**src/rtl/datapath_mc.sv**
```systemverilog
// Register-file datapath: single-cycle ALU/load ops and iterative shift/multiply ops.
// Defining DATAPATH_MUL_EN builds the iterative FS=1111 multiplier; without it FS=1111 is a NOP.
module datapath_mc #(
    parameter  int unsigned WIDTH = 4,
    parameter  int unsigned SEL_W = 2,
    localparam int unsigned NREGS = 2**SEL_W,
    localparam int unsigned CW_W  = 3*SEL_W + 7
) (
    input  logic                   clk,
    input  logic                   rst,
    input  logic [CW_W-1:0]        cw,
    input  logic                   cw_valid,
    output logic                   cw_ready,
    input  logic [WIDTH-1:0]       ConstantIn,
    input  logic [WIDTH-1:0]       data_in,
    output logic [NREGS*WIDTH-1:0] regs,
    output logic                   busy,
    output logic                   done,
    output logic [3:0]             flags
);

    localparam int unsigned CNT_W = $clog2(WIDTH + 1);
`ifdef DATAPATH_MUL_EN
    localparam bit MUL_EN = 1'b1;
`else
    localparam bit MUL_EN = 1'b0;
`endif

    typedef enum logic [1:0] {S_IDLE, S_SHIFT, S_MUL} state_t;
    state_t state, state_nxt;

    logic [WIDTH-1:0] rf [NREGS];

    // Control word fields {DA, AA, BA, MB, FS, MD, RW}
    logic [SEL_W-1:0] f_da, f_aa, f_ba;
    logic             f_mb, f_md, f_rw;
    logic [3:0]       f_fs;

    assign f_rw = cw[0];
    assign f_md = cw[1];
    assign f_fs = cw[5:2];
    assign f_mb = cw[6];
    assign f_ba = cw[7 +: SEL_W];
    assign f_aa = cw[7 + SEL_W +: SEL_W];
    assign f_da = cw[7 + 2*SEL_W +: SEL_W];

    logic             accept;
    logic             is_shift_fs, is_mul_fs, is_nop, is_multi;
    logic [WIDTH-1:0] op_a, op_b;

    assign cw_ready    = ~rst & (state == S_IDLE);
    assign accept      = cw_valid & cw_ready;
    assign op_a        = rf[f_aa];
    assign op_b        = f_mb ? ConstantIn : rf[f_ba];
    assign is_shift_fs = (f_fs == 4'b1101) | (f_fs == 4'b1110);
    assign is_mul_fs   = MUL_EN & (f_fs == 4'b1111);
    assign is_nop      = ~MUL_EN & (f_fs == 4'b1111);
    assign is_multi    = is_shift_fs | is_mul_fs;

    // Adder operand selection for the arithmetic group
    logic [WIDTH-1:0] add_b;
    logic             add_cin;
    logic [WIDTH:0]   sum;
    logic             add_v;

    always_comb begin
        add_b   = '0;
        add_cin = 1'b0;
        case (f_fs)
            4'b0001: add_cin = 1'b1;
            4'b0010: add_b = op_b;
            4'b0011: begin add_b = op_b;  add_cin = 1'b1; end
            4'b0100: add_b = ~op_b;
            4'b0101: begin add_b = ~op_b; add_cin = 1'b1; end
            4'b0110: add_b = '1;
            default: ;
        endcase
    end

    assign sum   = {1'b0, op_a} + {1'b0, add_b} + {{WIDTH{1'b0}}, add_cin};
    assign add_v = (op_a[WIDTH-1] == add_b[WIDTH-1]) & (sum[WIDTH-1] != op_a[WIDTH-1]);

    // Single-cycle result and flag sources
    logic [WIDTH-1:0] alu_res;
    logic             alu_c, alu_v;

    always_comb begin
        alu_res = op_a;
        alu_c   = 1'b0;
        alu_v   = 1'b0;
        case (f_fs)
            4'b0001, 4'b0010, 4'b0011, 4'b0100, 4'b0101, 4'b0110: begin
                alu_res = sum[WIDTH-1:0];
                alu_c   = sum[WIDTH];
                alu_v   = add_v;
            end
            4'b1000: alu_res = op_a & op_b;
            4'b1001: alu_res = op_a | op_b;
            4'b1010: alu_res = op_a ^ op_b;
            4'b1011: alu_res = ~op_a;
            4'b1100: alu_res = op_b;
            default: alu_res = op_a;
        endcase
    end

    logic             sc_write, sc_flag_we;
    logic [WIDTH-1:0] sc_wdata;

    assign sc_write   = accept & f_rw & (f_md | (~is_multi & ~is_nop));
    assign sc_flag_we = accept & ~f_md & ~is_multi & ~is_nop;
    assign sc_wdata   = f_md ? data_in : alu_res;

    // Shift length: min(B, WIDTH), never less than one busy cycle
    logic [CNT_W-1:0] sh_len;

    always_comb begin
        if (32'(op_b) >= WIDTH) begin
            sh_len = CNT_W'(WIDTH);
        end else if (op_b == '0) begin
            sh_len = CNT_W'(1);
        end else begin
            sh_len = CNT_W'(op_b);
        end
    end

    // Latched multi-cycle context
    logic [WIDTH-1:0] acc;
    logic [SEL_W-1:0] lat_da;
    logic             lat_rw, shr, sh_en;
    logic [CNT_W-1:0] cnt;
    logic             finish;

    assign finish = (state != S_IDLE) & (cnt == CNT_W'(1));

    logic [WIDTH-1:0] sh_nxt;
    logic             sh_c;

    always_comb begin
        sh_nxt = acc;
        sh_c   = 1'b0;
        if (sh_en) begin
            if (shr) begin
                sh_nxt = {1'b0, acc[WIDTH-1:1]};
                sh_c   = acc[0];
            end else begin
                sh_nxt = {acc[WIDTH-2:0], 1'b0};
                sh_c   = acc[WIDTH-1];
            end
        end
    end

`ifdef DATAPATH_MUL_EN
    logic [2*WIDTH-1:0] prod, mcand, prod_nxt;
    logic [WIDTH-1:0]   mplier;

    assign prod_nxt = mplier[0] ? (prod + mcand) : prod;
`endif

    logic [WIDTH-1:0] mc_res;
    logic             mc_c;

    always_comb begin
        mc_res = sh_nxt;
        mc_c   = sh_c;
`ifdef DATAPATH_MUL_EN
        if (state == S_MUL) begin
            mc_res = prod_nxt[WIDTH-1:0];
            mc_c   = |prod_nxt[2*WIDTH-1:WIDTH];
        end
`endif
    end

    always_ff @(posedge clk) begin
        if (rst) begin
            state <= S_IDLE;
        end else begin
            state <= state_nxt;
        end
    end

    always_comb begin
        state_nxt = state;
        case (state)
            S_IDLE: begin
                if (accept & ~f_md & is_multi) begin
                    state_nxt = is_mul_fs ? S_MUL : S_SHIFT;
                end
            end
            S_SHIFT, S_MUL: begin
                if (cnt == CNT_W'(1)) begin
                    state_nxt = S_IDLE;
                end
            end
            default: state_nxt = S_IDLE;
        endcase
    end

    // Register file, flags, status and iterative operand state
    always_ff @(posedge clk) begin
        if (rst) begin
            for (int i = 0; i < int'(NREGS); i++) begin
                rf[i] <= '0;
            end
            flags  <= '0;
            busy   <= 1'b0;
            done   <= 1'b0;
            acc    <= '0;
            lat_da <= '0;
            lat_rw <= 1'b0;
            shr    <= 1'b0;
            sh_en  <= 1'b0;
            cnt    <= '0;
`ifdef DATAPATH_MUL_EN
            prod   <= '0;
            mcand  <= '0;
            mplier <= '0;
`endif
        end else begin
            done <= 1'b0;
            busy <= (state_nxt != S_IDLE);
            if (accept & ~f_md & is_multi) begin
                acc    <= op_a;
                lat_da <= f_da;
                lat_rw <= f_rw;
                shr    <= (f_fs == 4'b1101);
                sh_en  <= (op_b != '0);
                cnt    <= is_mul_fs ? CNT_W'(WIDTH) : sh_len;
`ifdef DATAPATH_MUL_EN
                prod   <= '0;
                mcand  <= {{WIDTH{1'b0}}, op_a};
                mplier <= op_b;
`endif
            end else if (state != S_IDLE) begin
                acc <= sh_nxt;
                cnt <= cnt - CNT_W'(1);
`ifdef DATAPATH_MUL_EN
                prod   <= prod_nxt;
                mcand  <= {mcand[2*WIDTH-2:0], 1'b0};
                mplier <= {1'b0, mplier[WIDTH-1:1]};
`endif
            end

            if (finish) begin
                if (lat_rw) begin
                    rf[lat_da] <= mc_res;
                end
                flags <= {mc_res == '0, mc_res[WIDTH-1], mc_c, 1'b0};
                done  <= 1'b1;
            end else if (sc_write) begin
                rf[f_da] <= sc_wdata;
            end

            if (sc_flag_we) begin
                flags <= {alu_res == '0, alu_res[WIDTH-1], alu_c, alu_v};
            end
        end
    end

    for (genvar g = 0; g < int'(NREGS); g++) begin : g_regs
        assign regs[g*WIDTH +: WIDTH] = rf[g];
    end

endmodule

```
**config.mk**
```make
export PLATFORM = sky130hd
export DESIGN_NAME = datapath_mc
export DESIGN_NICKNAME = d
export VERILOG_FILES = /design/src/rtl/datapath_mc.sv
export SDC_FILE = /design/constraint.sdc
export NUM_CORES = 1
export LEC_CHECK = 0
export CAP_MARGIN = 0
export CORE_ASPECT_RATIO = 1.75
export CORE_MARGIN = 5
export CORE_UTILIZATION = 45
export DETAILED_ROUTE_END_ITERATION = 7
export GPL_TIMING_DRIVEN = 0
export MAX_ROUTING_LAYER = met4
export PLACE_DENSITY = 0.7
export SKIP_CTS_REPAIR_TIMING = 1
export SLEW_MARGIN = 40
export SYNTH_ARGS = -nofsm -noshare
export SYNTH_HDL_FRONTEND = slang
export SYNTH_SLANG_ARGS = --single-unit
```
**constraint.sdc**
```tcl
create_clock -name clk -period 9.5 [get_ports clk]
set_input_delay 1.9 -clock clk [delete_from_list [all_inputs] [get_ports clk]]
set_output_delay 1.9 -clock clk [all_outputs]
set_load 0.02 [all_outputs]
```
==> metrics.md <==
| Metric | Value |
|---|---|
| Status | `finished, final reports clean` |
| CP Launch Type | `input pin` |
| DRT iter0 DRCs | `189` |
| # fillers | `572` |
| R2r worst-path depth | `13` |
| Max-slew violations | `0` |
| Async S/R FF share, synth | `0` |
| Final hold vios | `0` |
| CP max FO | `5` |
| Post-Syn Instances | `304` |
| Layout cells sized above 1 | `0.0678` |
| Clk root buf | `clkbuf_8` |
| CORE AREA | `between 5000 and 6000 sq um` |
| Final core occ | `0.561` |
| Clock Latency Late Sink | `290 ps` |
| Vias per Instance | `approximately 6` |
| Avg Cell Area, Syn | `8.87 sq um` |
| TritonCTS Buffers | `5` |
| Tcrit/Tclk final | `0.630` |
| Synth top area cells | `edfxtp_1 18%, dfxtp_1 15%, ha_1 7.0%, nor2_1 5.7%, a21oi_1 5.0%` |
| Htree depth | `2` |
| Max-cap violation count | `0` |
| Reg-to-reg startpoint | `rf[2][0]$_SDFFCE_PN0P_` |
| Vias | `roughly 2.6k` |
| Syn_nets | `345` |
| IO Count | `47` |
| GRT met1 Usage | `0.235` |
| Critical path endpoint category | `flop` |
| Starting Density | `0.458` |
| Critical Path AT | `6000 ps` |
| Initial antenna violation count | `0` |
| Die height | `112 um` |
| Hold Crit Start | `state[1]$_SDFF_PP0_` |
| EDFF count, synth | `16` |
| Worst-Margin Slew | `769 ps` |
| Critical Path RT | `9510 ps` |
| Worst path most repeated cell | `nor2_1` |
| Vias in the first global route | `2,513` |
| Power per Cell Area | `~110 nW/um^2` |
| Footprint of the multi-input gates | `roughly 1700 sq um` |
| Final hold slack | `between 400 and 500 ps` |
| Reg area | `881 sq um` |
| GRT Overall Usage | `0.220` |
| Hold WC Path Type | `flop to flop` |
| First drt pass iteration count | `5` |
| RSZ-0062 raised after global routing | `no` |
| Most frequent cell after synthesis | `nor2_1` |
| Origin of the worst setup path | `cw[7]` |
| Total grt overflow | `0` |
| Hold Crit Depth | `2` |
| Leakage Power | `1.24 nW` |
| Clock sink total | `36` |
| Nets | `approximately 390` |
| N_diodes | `0` |
| CP cell instances | `clkdlybuf4s50_1 -> mux4_1 -> mux2i_4 -> nor2_1 -> nor2_1 -> o21ai_0 -> fa_1 -> fa_1 -> xnor2_1 -> o21ai_0 -> o31ai_1 -> o22a_1 -> a222oi_1 -> nor2_1` |
| Sequential fraction of the synthesis area | `0.327` |
| Port-buffer cells | `42` |
| Die footprint | `7700 sq um` |
| Final Wtd Congestion | `0.954` |
| Most Crowded Layer GR | `met2` |
| Wire per inst | `between 15 and 20 um` |
| Library cells used by synthesis | `59` |
| Worst-path clk slew | `70 ps` |
| Clk buf depth | `2` |
| IR drop worst, VDD | `approximately 0.10 mV` |
| Met2 usage | `0.387` |
| Synth Register Bits | `36` |
| Commonest cells in the netlist | `41 x nor2_1, 27 x a21oi_1, 23 x inv_1, 23 x nand2_1` |
| Synth top area share | `0.178` |
| Final WL | `a little under 8000 um` |
| Top FF cell, synth | `dfxtp_1` |
| Setup_tns | `0 ps` |
| Slew headroom | `0.488` |
| CTS tree | `done` |
| Cell area after synthesis | `2700 sq um` |
| Post-layout min period | `5980 ps` |
| Largest area contributor in the netlist | `edfxtp_1` |
| CP max stage delay | `around 640 ps` |
| Remaining DRCs | `0` |
| Synth-to-Final Area Change | `22.3%` |
| Skew final | `roughly 6.9 ps` |
| Yosys Warn Count | `0` |
| DIE WIDTH | `68.5 um` |
| DRT antenna net count | `0` |
| Global-route wire length before repair | `~13,000 um` |
| # rows | `37` |
| Max stage delay cell, worst path | `mux4_1` |
| GRT met3 Usage | `0.0270` |
| Worst Path Class, Setup | `input pin to flop` |
| Hpwl dp | `6200 um` |
| Total Power | `0.000369 W` |
| FMAX | `167 MHz` |
| Endpoints failing setup | `0` |
| Largest net degree at the start of global routing | `12` |
[cell families (layout without fill, tap and decap cells)]
logic type / Yosys count / after routing / synth area share
multiplexers: 19 / 19 / 0.125
buffers and inverters: 39 / 89 / 0.0552
adder cells (fa/ha/maj): 18 / 18 / 0.0882
AND/OR/NAND/NOR: 104 / 104 / 0.188
flip-flops: 36 / 36 / 0.327
XOR/XNOR: 2 / 2 / 0.00650
AO/OA/AOI/OAI: 86 / 86 / 0.210
[placed cells by master (no fill, tap or decap), drive strengths merged, types with 3 or more instances in the layout]
| cell | n |
|---|---|
| nor2 | 41 |
| nor3 | 5 |
| dfxtp | 20 |
| a31oi | 3 |
| ha | 15 |
| a221oi | 4 |
| a21oi | 27 |
| a211oi | 5 |
| nor3b | 6 |
| nand2 | 23 |
| nand3 | 7 |
| inv | 23 |
| mux2i | 9 |
| nand2b | 4 |
| and3b | 3 |
| clkbuf | 20 |
| clkdlybuf4s50 | 42 |
| nand4 | 3 |
| mux4 | 8 |
| o21ai | 20 |
| a21o | 3 |
| edfxtp | 16 |
[worst max-delay path, delay by kind of cell]
| kind | cells | cell delay, ps |
|---|---|---|
| AO/OA/AOI/OAI | 5 | 1230 |
| adder cells (fa/ha/maj) | 2 | 940 |
| multiplexers | 2 | 930 |
| buffers and inverters | 1 | 590 |
| AND/OR/NAND/NOR | 3 | 270 |
| XOR/XNOR | 1 | 140 |
[path summary, 6_finish.rpt]
check,slack [ps],endpoint
min reg2reg,490,state[1]$_SDFF_PP0_
min,490,state[1]$_SDFF_PP0_
max,3520,rf[0][2]$_SDFFCE_PN0P_
max reg2reg,5370,rf[0][2]$_SDFFCE_PN0P_
[power by group]
group	switching (W)	internal (W)
sequential	0.00000343	0.000166
clock	0.0000538	0.0000508
combinational	0.0000532	0.0000411
total	0.000110	0.000258
[per-layer routing]
metal | vias to the layer above | share of wire
li1 | 1214 | -
met1 | 1216 | 0.35
met2 | 116 | 0.56
met3 | 18 | 0.067
met4 | 0 | 0.026
met5 | - | 0
[layout make-up]
class | count | share of cell area
Multi-Input combinational cell | 229 | 0.505
Sequential cell | 36 | 0.267
Timing Repair Buffer | 42 | 0.128
Tap cell | 78 | 0.0296
Inverter | 23 | 0.0262
Clock buffer | 6 | 0.0220
Buffer | 16 | 0.0190
Clock inverter | 2 | 0.00342
[flip-flops by register name, indices dropped and copies added (netlist names)]
name / flops
rf: 16
acc: 4
flags: 4
cnt: 3
lat_da: 2
state: 2
busy: 1
done: 1
lat_rw: 1
sh_en: 1
shr: 1
[per-stage QoR]
step                      std cells  cell area (sq um)  setup slack, ps
after global placement          424               3210             3210
final                           432               3300             3520
after CTS                       432               3300             3510
after detailed placement        424               3210             3220
after global routing            432               3300             3160
after floorplan                 304               2700             4400
No activity file was read; power rests on OpenSTA's default activity.
